[src/rtl/isa_test_monitor_pkg.sv]
// Shared constants, state encoding and outcome classification for the ISA test monitor.
// The default addresses and codes must match the test linker script.
package isa_test_monitor_pkg;

  localparam logic [1:0] ST_PASS    = 2'd0;
  localparam logic [1:0] ST_FAIL    = 2'd1;
  localparam logic [1:0] ST_ERROR   = 2'd2;
  localparam logic [1:0] ST_TIMEOUT = 2'd3;

  localparam logic [29:0] DEF_TOHOST_ADDR  = 30'h3f0;
  localparam logic [29:0] DEF_CONSOLE_ADDR = 30'h3f1;
  localparam logic [31:0] DEF_PASS_CODE    = 32'h55;
  localparam logic [31:0] DEF_FAIL_CODE    = 32'haa;

  typedef enum logic {
    S_RUN  = 1'b0,
    S_DONE = 1'b1
  } state_t;

  function automatic logic [1:0] classify(input logic [31:0] value,
                                          input logic [31:0] pass_code,
                                          input logic [31:0] fail_code);
    if (value == pass_code) return ST_PASS;
    if (value == fail_code) return ST_FAIL;
    return ST_ERROR;
  endfunction

endpackage

[src/rtl/isa_test_monitor_sync_fifo.sv]
// Reusable synchronous FIFO. A push into a full FIFO is accepted only when a pop
// happens in the same cycle; dout reads the head and is zero when empty.
module sync_fifo #(
  parameter int WIDTH = 8,
  parameter int DEPTH = 8
) (
  input  logic             clk,
  input  logic             reset,
  input  logic             push,
  input  logic             pop,
  input  logic [WIDTH-1:0] din,
  output logic [WIDTH-1:0] dout,
  output logic             full,
  output logic             empty
);

  localparam int AW = $clog2(DEPTH);
  localparam int CW = $clog2(DEPTH + 1);

  logic [WIDTH-1:0] mem [DEPTH];
  logic [AW-1:0]    rd_ptr_reg;
  logic [AW-1:0]    wr_ptr_reg;
  logic [CW-1:0]    count_reg;
  logic             do_push;
  logic             do_pop;

  assign empty   = (count_reg == '0);
  assign full    = (count_reg == CW'(DEPTH));
  assign do_pop  = pop && !empty;
  assign do_push = push && (!full || do_pop);
  assign dout    = empty ? '0 : mem[rd_ptr_reg];

  always_ff @(posedge clk) begin
    if (do_push) mem[wr_ptr_reg] <= din;
  end

  always_ff @(posedge clk) begin
    if (reset) begin
      rd_ptr_reg <= '0;
      wr_ptr_reg <= '0;
      count_reg  <= '0;
    end else begin
      if (do_push) wr_ptr_reg <= wr_ptr_reg + AW'(1);
      if (do_pop)  rd_ptr_reg <= rd_ptr_reg + AW'(1);
      case ({do_push, do_pop})
        2'b10:   count_reg <= count_reg + CW'(1);
        2'b01:   count_reg <= count_reg - CW'(1);
        default: count_reg <= count_reg;
      endcase
    end
  end

endmodule

[src/rtl/isa_test_monitor.sv]
// End-of-test monitor: snoops the cpu-to-ram bus, decides PASS/FAIL/ERROR/TIMEOUT
// and buffers console bytes for draining over a valid/ready port.
module isa_test_monitor
  import isa_test_monitor_pkg::*;
#(
  parameter logic [29:0] TOHOST_ADDR  = DEF_TOHOST_ADDR,
  parameter logic [29:0] CONSOLE_ADDR = DEF_CONSOLE_ADDR,
  parameter logic [31:0] PASS_CODE    = DEF_PASS_CODE,
  parameter logic [31:0] FAIL_CODE    = DEF_FAIL_CODE,
  parameter int          TIMEOUT      = 10000,
  parameter int          CYCLE_W      = 32,
  parameter int          CON_DEPTH    = 8
) (
  input  logic               clk,
  input  logic               reset,
  input  logic [29:0]        addr,
  input  logic [31:0]        wdata,
  input  logic [3:0]         we,
  input  logic               halt,
  input  logic [31:0]        result,
  output logic               done,
  output logic [1:0]         status,
  output logic [31:0]        code,
  output logic [CYCLE_W-1:0] cycles,
  output logic               con_valid,
  output logic [7:0]         con_data,
  input  logic               con_ready,
  output logic               con_overflow
);

  state_t             state_reg, state_next;
  logic [1:0]         status_reg, status_next;
  logic [31:0]        code_reg, code_next;
  logic [CYCLE_W-1:0] cycles_reg, cycles_next;
  logic               con_overflow_reg;

  logic tohost_hit;
  logic timeout_hit;
  logic con_push;
  logic con_pop;
  logic con_full;
  logic con_empty;

  assign tohost_hit  = (addr == TOHOST_ADDR) && (we == 4'b1111);
  assign timeout_hit = (cycles_reg == CYCLE_W'(TIMEOUT - 1));
  assign con_push    = (state_reg == S_RUN) && (addr == CONSOLE_ADDR) && we[0];
  assign con_pop     = con_valid && con_ready;

  always_comb begin
    state_next  = state_reg;
    status_next = status_reg;
    code_next   = code_reg;
    cycles_next = cycles_reg;
    if (state_reg == S_RUN) begin
      cycles_next = cycles_reg + CYCLE_W'(1);
      if (tohost_hit) begin
        state_next  = S_DONE;
        code_next   = wdata;
        status_next = classify(wdata, PASS_CODE, FAIL_CODE);
      end else if (halt) begin
        state_next  = S_DONE;
        code_next   = result;
        status_next = classify(result, PASS_CODE, FAIL_CODE);
      end else if (timeout_hit) begin
        state_next  = S_DONE;
        code_next   = '0;
        status_next = ST_TIMEOUT;
      end
    end
  end

  always_ff @(posedge clk) begin
    if (reset) begin
      state_reg  <= S_RUN;
      status_reg <= ST_PASS;
      code_reg   <= '0;
      cycles_reg <= '0;
    end else begin
      state_reg  <= state_next;
      status_reg <= status_next;
      code_reg   <= code_next;
      cycles_reg <= cycles_next;
    end
  end

  // A byte is lost only when the FIFO is full and nothing leaves it this cycle.
  always_ff @(posedge clk) begin
    if (reset) begin
      con_overflow_reg <= 1'b0;
    end else if (con_push && con_full && !con_pop) begin
      con_overflow_reg <= 1'b1;
    end
  end

  sync_fifo #(
    .WIDTH(8),
    .DEPTH(CON_DEPTH)
  ) u_con_fifo (
    .clk  (clk),
    .reset(reset),
    .push (con_push),
    .pop  (con_pop),
    .din  (wdata[7:0]),
    .dout (con_data),
    .full (con_full),
    .empty(con_empty)
  );

  assign done         = (state_reg == S_DONE);
  assign status       = status_reg;
  assign code         = code_reg;
  assign cycles       = cycles_reg;
  assign con_valid    = !con_empty;
  assign con_overflow = con_overflow_reg;

endmodule

[config.mk]
export PLATFORM = sky130hd
export DESIGN_NAME = isa_test_monitor
export DESIGN_NICKNAME = d
export VERILOG_FILES = /design/src/rtl/isa_test_monitor_pkg.sv /design/src/rtl/isa_test_monitor_sync_fifo.sv /design/src/rtl/isa_test_monitor.sv
export SDC_FILE = /design/constraint.sdc
export NUM_CORES = 1
export LEC_CHECK = 0
export ABC_CLOCK_PERIOD_IN_PS = 4140
export BUFFER_PORTS_ARGS = -buffer_cell sky130_fd_sc_hd__buf_4
export CORE_AREA = 2 2 152 154
export DETAILED_ROUTE_END_ITERATION = 12
export DIE_AREA = 0 0 154 156
export HOLD_SLACK_MARGIN = 0.02
export PLACE_DENSITY = 0.63
export SYNTH_ARGS = -nofsm -noshare
export SYNTH_HDL_FRONTEND = slang
export SYNTH_SLANG_ARGS = --single-unit
[constraint.sdc]
create_clock -name clk -period 4.14 [get_ports clk]
set_clock_uncertainty 0.05 [all_clocks]
set_input_delay 0.828 -clock clk [delete_from_list [all_inputs] [get_ports clk]]
set_output_delay 0.828 -clock clk [all_outputs]
set_load 0.02 [all_outputs]
**Word level (Yosys, flattened, before mapping)**

Memories as Yosys holds them, arrays and structs flattened. A register that Yosys moved wholly into a read port is not among the register bits.
Cells that the tools add are included.

- Flip-flop bits (word level): 78
- Latch bits: 0
- RAM bits: 64
- Memory bits (read-only): 0
- Input bits: 102
- Output and inout port bits: 77
- Memories: 1

Memory list:

| memory | depth | bits a word | read ports | clocked after Yosys merged registers in | wr ports | line | RTL |
|---|---|---|---|---|---|---|---|
| u_con_fifo.mem | 8 | 8 | 1 | 1 | 1 | isa_test_monitor_sync_fifo.sv:20 | `logic [WIDTH-1:0] mem [DEPTH];` |

- Add/subtract/negate cells: 5
- $mul: 0
- Divide/modulo/power cells: 0
- $lt $le $gt $ge: 0
- Equal/unequal tests: 11
- Shift-type cells: 0
- Mux-type cells: 40
- Bitwise operators: 1
- Reduce and logical (&&, ||, !) cells: 16

Operators with widths:

| operator | count |
|---|---|
| 2-to-1 mux 32 bit | 3 |
| equality test 32 x 7 -> 1 bit (second input constant) | 2 |
| equality test 32 x 8 -> 1 bit (second input constant) | 2 |
| equality test 30 x 10 -> 1 bit (second input constant) | 2 |
| adder 32 x 1 -> 32 bit (second input constant) | 1 |
| equality test 32 x 14 -> 1 bit (second input constant) | 1 |
| 2-to-1 mux 1 bit | 22 |
| 2-to-1 mux 2 bit | 11 |
| equality test 4 bit (second input constant) | 2 |
| logical AND 1 bit | 8 |
| 2-to-1 mux 8 bit | 1 |
| case mux 4 bit (2 select lines) | 1 |
| adder 3 x 1 -> 3 bit (second input constant) | 2 |
| 2-to-1 mux 3 bit | 2 |
| adder 4 x 1 -> 4 bit (second input constant) | 1 |
| zero test 4 bit | 1 |
| subtractor 4 x 1 -> 4 bit (second input constant) | 1 |
| zero test 1 bit | 3 |
| nonzero test 3 bit | 1 |
| equality test 2 x 1 -> 1 bit (second input constant) | 1 |
| equality test 2 bit (second input constant) | 1 |
| AND reduction 2 bit | 1 |
| nonzero test 2 bit | 1 |
| logical OR 1 bit | 1 |
| NOT 1 bit | 1 |

**Longest topological paths before layout**

- Word-level depth: 13
- Mapped depth: 12

**Modules after synthesis**

From an unflattened synthesis, not the netlist that was laid out.

- Cells, all modules: 684
- Area total of the unflattened synthesis: 7,164.4 µm²

By module, submodules not included:

| module | instances | cells an instance | area each (µm²) | seq. area each (µm²) |
|---|---|---|---|---|
| isa_test_monitor | 1 | 499 | 3,992.6 | 1,361.3 |
| sync_fifo | 1 | 185 | 3,171.8 | 2,182.1 |

**Least setup slack after synthesis**

Ideal clock, no wire load.

- Path kind: in2reg
- Start: input addr[22]
- End: register u_con_fifo.count_reg[2]
- Library setup time: 70 ps
- Data arrival time: 3,249 ps
- Data required time: 4,020 ps
- Setup slack: 771 ps
- Stages: 11
- Path buffers: 0
- Path through: nor4b_1 nand4_1 nor4_2 inv_1 ha_1 xor2_1 ha_1 a21oi_1 xor2_1 or3_1 a21oi_1

- Word-level cells in the longest chain between the ends: 6
- Elaborated cells between the ends (all ways): 8
- Those cells by class: eq/ne (3); mux (1); reduce/logical (4)

Ends and longest elaborated chain:

| item | line | RTL |
|---|---|---|
| start: declaration | isa_test_monitor.sv:16 | `input logic [29:0] addr,` |
| equality test 30 x 10 -> 1 bit * | isa_test_monitor.sv:46 | `assign con_push = (state_reg == S_RUN) && (addr == CONSOLE_ADDR) && we[0];` |
| logical AND 1 bit * (2 in a row) | isa_test_monitor.sv:46 |  |
| logical AND 1 bit * | isa_test_monitor_sync_fifo.sv:30 | `assign do_push = push && (!full \|\| do_pop);` |
| equality test 2 x 1 -> 1 bit / equality test 2 bit (equally long branches) | isa_test_monitor_sync_fifo.sv:45 | `case ({do_push, do_pop})` |
| case mux 4 bit (2 select lines) / nonzero test 2 bit (equally long branches) | n/a |  |
| end signal: assignment | isa_test_monitor_sync_fifo.sv:46 | `2'b10: count_reg <= count_reg + CW'(1);` |
| end signal: assignment | isa_test_monitor_sync_fifo.sv:47 | `2'b01: count_reg <= count_reg - CW'(1);` |
| end signal: assignment | isa_test_monitor_sync_fifo.sv:48 | `default: count_reg <= count_reg;` |
| end: declaration | isa_test_monitor_sync_fifo.sv:23 | `logic [CW-1:0] count_reg;` |

Mark *: on every way between the ends. The rest lies on a longest branch, timed or not.
A chain may end at the register's enable or synchronous reset.

**Worst setup path after layout**

Same ends and word-level chain as after synthesis.

==> flow_summary_export.csv <==
group,metric,value,unit
power,p_int,0.00246,W
routing,drc,0,
routing,drtAntennaViolNets,0,
sta,setup_viol,0,
logic_synthesis,synth_cell_types,49,
cts,ctsResizeCount,0,
worst_setup_path,cp.required,4.43,ns
routing,vias_per_cell,5.17,
logic_synthesis,synthFlopType,"dfxtp_1",
hold_path,whs_path_depth,2,
placement,dp_hpwl,14500,um
routing,via_count,6120,
worst_setup_path,rr_worst_depth,11,
sta,report.final.slew_viol_count,0,
floorplan,rows,55,
global_route,grt.total_usage,16.9,%
routing,wl_met2,9820,um
cts,cts_root_buf,"clkbuf_16",
cts,postCtsHoldBufs,0,
placement,portBuffers,178,
cts,path_clk_slew,0.06,ns
floorplan,start_util,31.8,%
logic_synthesis,synth_seq_area_share,49.9,%
finish,fill_cells,2165,
finish,largest_reg_flops,64,
sta,postLayoutSetupSlackWorst,0.935,ns
routing,wirelength,20400,um
logic_synthesis,syn_nets,830,
worst_setup_path,worstReg2RegStart,"u_con_fifo.count_reg[1]",
worst_setup_path,critPathMaxStageDelay,0.42,ns
global_route,overflow,0,
finish,antennaDiodeCount,0,
sta,relSlewSlack,38.8,%
power,leakage,3.53,nW
finish,final_common_cell,"buf_4",
logic_synthesis,synth_seq_cells,145,
routing,wire_per_inst,17.2,um
power,ir_drop,0.283,mV
power,combPwrFrac,9.7,%
hold_path,hp-class,"register to register",
worst_setup_path,startpoint_type,"input pin",
logic_synthesis,avgSynthCellArea,9.84,um^2
worst_setup_path,slowest_stage,"nor4_2",
worst_setup_path,end_kind,"register",
sta,hold_violations,0,
finish,syn_to_final_growth,31.1,%
global_route,antenna_found_initial,0,
floorplan,core,22400,um^2
sta,period_minus_slack,3.21,ns
worst_setup_path,worstSetupStartpoint,"addr[22]",
worst_setup_path,cp_cell_sequence,"buf_4, nor4b_1, nand4_1, nor4_2, inv_1, ha_1, xor2_1, ha_1, a21oi_1, xor2_1, or3_1, a21oi_1",
sta,period_share,77.4,%
sta,max_slew.worst_pin.slew,0.917,ns
floorplan,die_w,154,um
global_route,grt_pass1_vias,5762,
power,power_switching_share,26.1,%
finish,nNetsFinal,994,
cts,htreeDepth,4,
logic_synthesis,ys_warn_count,0,
cts,clk_latency,0.42,ns
worst_setup_path,cp.arrival,3.50,ns
floorplan,design.die.area,24000,um^2
placement,postPlaceCellArea,8740,um^2
floorplan,io_pins,179,
sta,rsz0062_at_grt,"false",
floorplan,die_h,156,um
cts,post_cts_buffers,0,
routing,drt_iter0_drc,383,
sta,whs,0.462,ns
sta,fmax,312,MHz
hold_path,min_from,"con_overflow",
power,seqPwrFrac,46.4,%
outcome,status,"finished, final reports clean",
cts,cts_made_buffers,17,
placement,place.gp.congestion,0.789,
power,power_frac_clock,44.0,%
logic_synthesis,synth-async-reset-ratio,0,%
routing,first_pass_iters,5,
power,switching_power,0.000872,W
routing,maxUsedRoutingLayer,"met4",
cts,clock_sinks,145,
logic_synthesis,synthesis.area,7100,um^2
logic_synthesis,synth_edf_count,64,
cts,cts_tree,"built",
worst_setup_path,crit_type,"input pin to register",
global_route,grt_max_degree,86,
finish,fin_util,41.6,%
worst_setup_path,crit_path_max_fanout,5,
global_route,grt_pass1_wl,32100,um
routing,met1_length,9150,um
finish,drive_gt1_share,28.3,%
routing,dr_wl_met3,1100,um
logic_synthesis,syn_inst,722,
power,power_density,358,nW/um^2
placement,pre_cts_slack,0.452,ns
cts,clock_path_buffers,2,
finish,layout_common_cells,"buf_4, a21oi_1, dfxtp_1",
sta,setup_tns,0,ns
finish,design_area,9310,um^2
run,maxCapViolCount,0,
## layer usage
layer	vias up	track usage, %
li1	3014	-
met1	2906	22.4
met4	0	4.90
met2	179	27.8
met3	21	3.92
met5	-	0
## metrics by stage
step                      total power [W]  cells
after floorplan                   0.00172    722
after global placement            0.00190   1152
after detailed placement          0.00190   1152
after CTS                         0.00337   1184
after global routing              0.00347   1184
final                             0.00333   1184
## layout make-up
| class | instances | area [um^2] | share of cell area, % |
|---|---|---|---|
| clock buffers | 17 | 425 | 4.57 |
| clock inverters | 15 | 140 | 1.51 |
| inverters | 46 | 173 | 1.85 |
| multi-input cells | 480 | 3190 | 34.2 |
| flip-flops and latches | 145 | 3540 | 38.1 |
| well taps | 285 | 357 | 3.83 |
| repair buffers | 196 | 1480 | 15.9 |
## final timing paths
kind | endpoint | slack, ns
worst max register to register | u_con_fifo.count_reg[2] | 1.42
worst max-delay path | u_con_fifo.count_reg[2] | 0.93
worst min-delay path | con_overflow | 0.46
worst min register to register | con_overflow | 0.46
## logic make-up after synthesis
kind of cell / count (synthesis) / synth area share, %
AOI/OAI and AO/OA: 190 / 15.8
xor gates and xnor gates: 29 / 3.58
buffers and inverters: 97 / 5.36
muxes: 31 / 7.22
DFF: 145 / 49.9
adders and majority gates: 6 / 1.06
and+or+nand+nor: 224 / 17.1
## Yosys cell counts, types with 16 or more instances
cell type	count	area, um^2
xnor2_1	17	149
clkbuf_1	36	135
a31oi_1	32	200
nor4_1	28	175
o31ai_1	32	240
inv_1	46	173
nand2_1	53	199
nor2_1	52	195
a21oi_1	106	531
mux4_2	16	360
dfxtp_1	81	1620
edfxtp_1	64	1920
## power by group through the flow
stage	Clock, W	Combinational, W	Sequential [W]
detailed placement	0	0.000324	0.00158
global placement	0	0.000322	0.00158
finish	0.00147	0.000323	0.00155
floorplan	0	0.000118	0.00160
global route	0.00156	0.000354	0.00155
CTS	0.00150	0.000325	0.00155
## worst max-delay path, delay by kind of cell
family | cells | cell delay [ns]
AND/OR/NAND/NOR | 4 | 1.43
adder cells (fa/ha/maj) | 2 | 0.44
AO/OA/AOI/OAI | 2 | 0.31
XOR/XNOR | 2 | 0.26
buffers and inverters | 2 | 0.23
No activity file was read; power rests on OpenSTA's default activity.
